==> src/rtl/pio128_rd_ctrl.sv <==
// pio128_rd_ctrl: FIFO-backed read controller for a 128-bit Avalon PIO input port.
// Presents {1,payload} words (or a zero sentinel after a stalled-read timeout) with a one-cycle setup before release.
`default_nettype none

module pio128_rd_ctrl #(
  parameter int DEPTH   = 16,
  parameter int TIMEOUT = 1024
) (
  input  logic                     clk,
  input  logic                     reset_n,
  input  logic                     in_valid,
  output logic                     in_ready,
  input  logic [126:0]             in_data,
  input  logic                     flush,
  input  logic                     read_request,
  output logic                     block_read,
  output logic [127:0]             pio_data,
  output logic [$clog2(DEPTH):0]   fifo_level,
  output logic                     timeout_pulse
);

  localparam int AW = $clog2(DEPTH);
  localparam int TW = $clog2(TIMEOUT);
  localparam logic [AW:0]   FULL_LVL = (AW+1)'(DEPTH);
  localparam logic [TW-1:0] TMAX     = TW'(TIMEOUT - 1);

  typedef enum logic [2:0] {
    IDLE   = 3'd0,
    SETUP  = 3'd1,
    OFFER  = 3'd2,
    ESETUP = 3'd3,
    EOFFER = 3'd4
  } state_t;

  state_t         state_q, state_d;
  logic [AW:0]    wr_ptr_q, wr_ptr_d;
  logic [AW:0]    rd_ptr_q, rd_ptr_d;
  logic [TW-1:0]  timer_q, timer_d;
  logic           block_read_q, block_read_d;
  logic [127:0]   pio_data_q, pio_data_d;
  logic           timeout_pulse_q, timeout_pulse_d;

  logic [126:0]   mem [DEPTH];
  logic [126:0]   head;
  logic [AW:0]    level;
  logic           push;
  logic           pop;
  logic           empty;

  // Pointers carry an extra wrap bit so full and empty are distinguishable.
  assign level    = wr_ptr_q - rd_ptr_q;
  assign empty    = (level == '0);
  assign in_ready = (level != FULL_LVL);
  assign push     = in_valid && in_ready && !flush;
  assign pop      = (state_q == OFFER) && read_request && !flush;
  assign head     = mem[rd_ptr_q[AW-1:0]];

  always_ff @(posedge clk) begin
    if (push) begin
      mem[wr_ptr_q[AW-1:0]] <= in_data;
    end
  end

  always_comb begin
    state_d         = state_q;
    wr_ptr_d        = wr_ptr_q;
    rd_ptr_d        = rd_ptr_q;
    timer_d         = timer_q;
    block_read_d    = block_read_q;
    pio_data_d      = pio_data_q;
    timeout_pulse_d = 1'b0;

    if (push) begin
      wr_ptr_d = wr_ptr_q + 1'b1;
    end

    case (state_q)
      IDLE: begin
        block_read_d = 1'b1;
        if (!empty) begin
          pio_data_d = {1'b1, head};
          state_d    = SETUP;
          timer_d    = '0;
        end else if (push) begin
          // A word is on its way, so the stalled read will be served by data.
          timer_d = '0;
        end else if (read_request) begin
          if (timer_q == TMAX) begin
            pio_data_d = '0;
            state_d    = ESETUP;
            timer_d    = '0;
          end else begin
            timer_d = timer_q + 1'b1;
          end
        end else begin
          timer_d = '0;
        end
      end
      SETUP: begin
        block_read_d = 1'b0;
        state_d      = OFFER;
      end
      OFFER: begin
        if (pop) begin
          rd_ptr_d     = rd_ptr_q + 1'b1;
          block_read_d = 1'b1;
          state_d      = IDLE;
        end
      end
      ESETUP: begin
        block_read_d = 1'b0;
        state_d      = EOFFER;
      end
      EOFFER: begin
        if (read_request) begin
          timeout_pulse_d = 1'b1;
          block_read_d    = 1'b1;
          state_d         = IDLE;
        end
      end
      default: begin
        block_read_d = 1'b1;
        state_d      = IDLE;
      end
    endcase

    if (flush) begin
      state_d         = IDLE;
      wr_ptr_d        = '0;
      rd_ptr_d        = '0;
      timer_d         = '0;
      block_read_d    = 1'b1;
      pio_data_d      = '0;
      timeout_pulse_d = 1'b0;
    end
  end

  always_ff @(posedge clk or negedge reset_n) begin
    if (!reset_n) begin
      state_q         <= IDLE;
      wr_ptr_q        <= '0;
      rd_ptr_q        <= '0;
      timer_q         <= '0;
      block_read_q    <= 1'b1;
      pio_data_q      <= '0;
      timeout_pulse_q <= 1'b0;
    end else begin
      state_q         <= state_d;
      wr_ptr_q        <= wr_ptr_d;
      rd_ptr_q        <= rd_ptr_d;
      timer_q         <= timer_d;
      block_read_q    <= block_read_d;
      pio_data_q      <= pio_data_d;
      timeout_pulse_q <= timeout_pulse_d;
    end
  end

  assign block_read    = block_read_q;
  assign pio_data      = pio_data_q;
  assign fifo_level    = level;
  assign timeout_pulse = timeout_pulse_q;

endmodule

`default_nettype wire
==> config.mk <==
export PLATFORM = sky130hd
export DESIGN_NAME = pio128_rd_ctrl
export DESIGN_NICKNAME = d
export VERILOG_FILES = /design/src/rtl/pio128_rd_ctrl.sv
export SDC_FILE = /design/constraint.sdc
export NUM_CORES = 2
export LEC_CHECK = 0
export CORE_ASPECT_RATIO = 1.25
export CORE_MARGIN = 4
export CORE_UTILIZATION = 45
export DETAILED_ROUTE_END_ITERATION = 8
export PLACE_DENSITY = 0.72
export SLEW_MARGIN = 20
export SYNTH_ARGS = -nofsm -noshare
export SYNTH_HDL_FRONTEND = slang
export SYNTH_SLANG_ARGS = --single-unit
==> constraint.sdc <==
create_clock -name clk -period 13.7 [get_ports clk]
set_input_delay 2.74 -clock clk [delete_from_list [all_inputs] [get_ports clk]]
set_output_delay 2.74 -clock clk [all_outputs]
set_load 0.02 [all_outputs]
==> results.json <==
{
  "cts_hold_buf": 0,
  "final_cells": 7179,
  "post-route-drc-count": 0,
  "wl_um": 214000,
  "synth_nets": 4331,
  "io_buffers": 267,
  "power_density_mw_per_mm2": 156,
  "dr.pass1.iters": 5,
  "period_needed_ns": 7.37,
  "synth-main-ff-cell": "edfxtp_1",
  "hp-class": "reg -> reg",
  "start_util_pct": 45.2,
  "reg2reg_to": "mem[4][95]",
  "period_share_pct": 53.8,
  "grt_pass1_wl_um": 315000,
  "routed_via_density": 6.12,
  "grt_usage_pct": 21.9,
  "dieArea_mm2": 0.196,
  "holdPathStages": 1,
  "slew_headroom_pct": 24.9,
  "grt_max_degree": 120,
  "cts_tree": "done",
  "clkTransAtPathRegs_ns": 0.07,
  "maxCapViolCount": 0,
  "clk_latency_ns": 0.86,
  "multi_input_area_mm2": 0.0192,
  "synthArstFlopShare_pct": 7.00,
  "drtIter0Drc": 4914,
  "final_common_cell": "edfxtp_1",
  "synth-seq-area-share_pct": 76.2,
  "yosys_warnings": 0,
  "clock_tree.root_cell": "clkbuf_16",
  "antenna_found_initial": 46,
  "routabilityCongestion": 0.765,
  "worst_slew_pin_slew_ns": 1.13,
  "hp-start": "timer_q[0]",
  "drv_slew": 0,
  "worstSetupEndpointType": "primary output",
  "coreArea_mm2": 0.188,
  "dp_hpwl_um": 108000,
  "drive_gt1_share_pct": 20.4,
  "syn_area_per_cell_um2": 20.3,
  "ys_seq_elements": 2185,
  "placed_cells": 6767,
  "arrival_ns": 4.63,
  "gr-total-overflow": 0,
  "power_mw": 15.2,
  "reg2reg_from": "rd_ptr_q[0]",
  "mostFrequentLayoutCells": "2032 x edfxtp_1, 508 x mux4_2, 275 x nand2_1",
  "fin_skew_ns": 0.0611,
  "route.antenna.remaining_nets": 0,
  "post_cts_buffers": 0,
  "grt_pass1_vias": 45100,
  "setup_ws_ns": 6.33,
  "syn_inst": 4188,
  "holdPathEnd": "timer_q[0]",
  "rsz0062_at_grt": "false",
  "critical_path_required_ns": 10.96,
  "start_kind": "flip-flop",
  "cts_buffers": 208,
  "r2r_cells": 10,
  "cts_resized": 0,
  "max-clock-path-buffers": 3,
  "crit_type": "reg -> out",
  "seq_area_mm2": 0.0649,
  "post-place-ws_ns": 7.09,
  "crit_fanout": 50,
  "htree_levels": 4,
  "syn_to_final_growth_pct": 14.7,
  "die_h_um": 494,
  "outcome": "complete, no violations",
  "finalSetupViolCount": 0,
  "num_io_pins": 268,
  "max_freq_mhz": 136,
  "synth_edf_count": 2032,
  "regToRegSetupSlack_ns": 7.17,
  "final_util_pct": 51.9,
  "cts_sinks": 2185,
  "die_x_um": 397,
  "vias": 43900,
  "p_leak_nw": 30.9,
  "fin_nets": 4600,
  "syn_area_mm2": 0.0852,
  "finalHoldViolCount": 0,
  "nFillCells": 14500,
  "yosysUniqueCellTypes": 49,
  "post_drt_wl_per_cell_um": 29.9,
  "ir_worst_vdd_mv": 0.137,
  "rows": 178
}
[logic make-up after synthesis]
kind of cell	synth area share (%)
flops	76.2
buf+inv	1.50
compound gates	4.94
xor+xnor	0.0823
fa+ha+maj	0.170
mux	13.5
simple gates	3.64
[through the flow]
| stage | hold WS [ns] | area, um^2 | TNS [ns] |
|---|---|---|---|
| final | 0.546 | 97600 | 0 |
| after global routing | 0.585 | 97600 | 0 |
| after CTS | 0.542 | 97600 | 0 |
| after detailed placement | 0.530 | 90800 | 0 |
| after global placement | 0.510 | 90800 | 0 |
| after floorplan | 0.487 | 85200 | -633.25 |
[registers in the layout (all words and copies together) (netlist names)]
name           flops
timeout_pulse      1
block_read         1
mem             2032
wr_ptr_q           5
pio_data         128
timer_q           10
rd_ptr_q           5
state_q            3
[worst max path at each step]
stage	startpoint	endpoint	slack [ns]	depth (start not counted)
floorplan	flush	mem[1][0]	-2.49	4
global placement	in_valid	mem[4][89]	7.11	5
detailed placement	in_valid	mem[3][99]	7.09	5
CTS	rd_ptr_q[0]	in_ready	6.27	7
global route	rd_ptr_q[0]	in_ready	6.07	7
finish	rd_ptr_q[0]	in_ready	6.33	7
[metal layers]
layer | part of all wire [%] | wire length [um] | vias to the layer above | global-route usage [%]
li1 | - | - | 18000 | -
met1 | 39 | 82800 | 23300 | 30.1
met2 | 49 | 106000 | 2257 | 35.5
met3 | 9.8 | 21000 | 392 | 4.92
met4 | 2.3 | 4980 | 16 | 6.09
met5 | 0.051 | 109 | - | 0
[critical path, stage by stage (launching register included)]
cell and delay, ns:
dfrtp_4 0.79, ha_1 0.37, fa_1 0.55, nand3b_1 0.10
nor4bb_1 0.57, or2_4 0.70, nand2_1 0.11, clkdlybuf4s50_1 0.56
[cell type report]
type,count,share of cell area [%]
Inverter,15,0.0628
Clock buffer,264,5.67
Sequential cell,2185,66.4
Clock inverter,127,1.31
Multi-Input combinational cell,1692,19.7
Tap cell,2520,3.23
Timing Repair Buffer,355,3.56
Antenna cell,21,0.0538
[synthesized netlist by cell type, types with 3 or more instances]
cell | instances | share of area (%)
xnor2_1 | 4 | 0.041
ha_1 | 10 | 0.15
a41oi_1 | 132 | 1.4
nand2_1 | 275 | 1.2
a211oi_1 | 4 | 0.035
mux4_2 | 508 | 13
buf_2 | 80 | 0.47
inv_1 | 14 | 0.062
nand2b_1 | 10 | 0.073
and3_1 | 3 | 0.022
nor4_1 | 6 | 0.044
nand3b_1 | 3 | 0.026
nor3_1 | 14 | 0.082
buf_1 | 25 | 0.11
edfxtp_1 | 2032 | 72
a22oi_1 | 254 | 2.2
o211ai_1 | 128 | 1.1
nor2b_1 | 130 | 0.96
nand4_1 | 5 | 0.037
dfrtp_1 | 152 | 4.5
o22ai_1 | 5 | 0.037
xor2_1 | 4 | 0.041
nand3_1 | 8 | 0.047
o21ai_0 | 7 | 0.041
a21oi_1 | 8 | 0.047
nor2_1 | 21 | 0.093
mux2i_1 | 3 | 0.035
clkbuf_1 | 189 | 0.83
and2_1 | 128 | 0.94
mux2_2 | 3 | 0.040
[power by group]
group          internal (mW)  leakage (nW)  switching [mW]
Combinational          0.731          7.20            1.11
Clock                   3.23          3.33            2.48
Sequential              7.50          20.4           0.165
No activity file was read; power rests on OpenSTA's default activity.
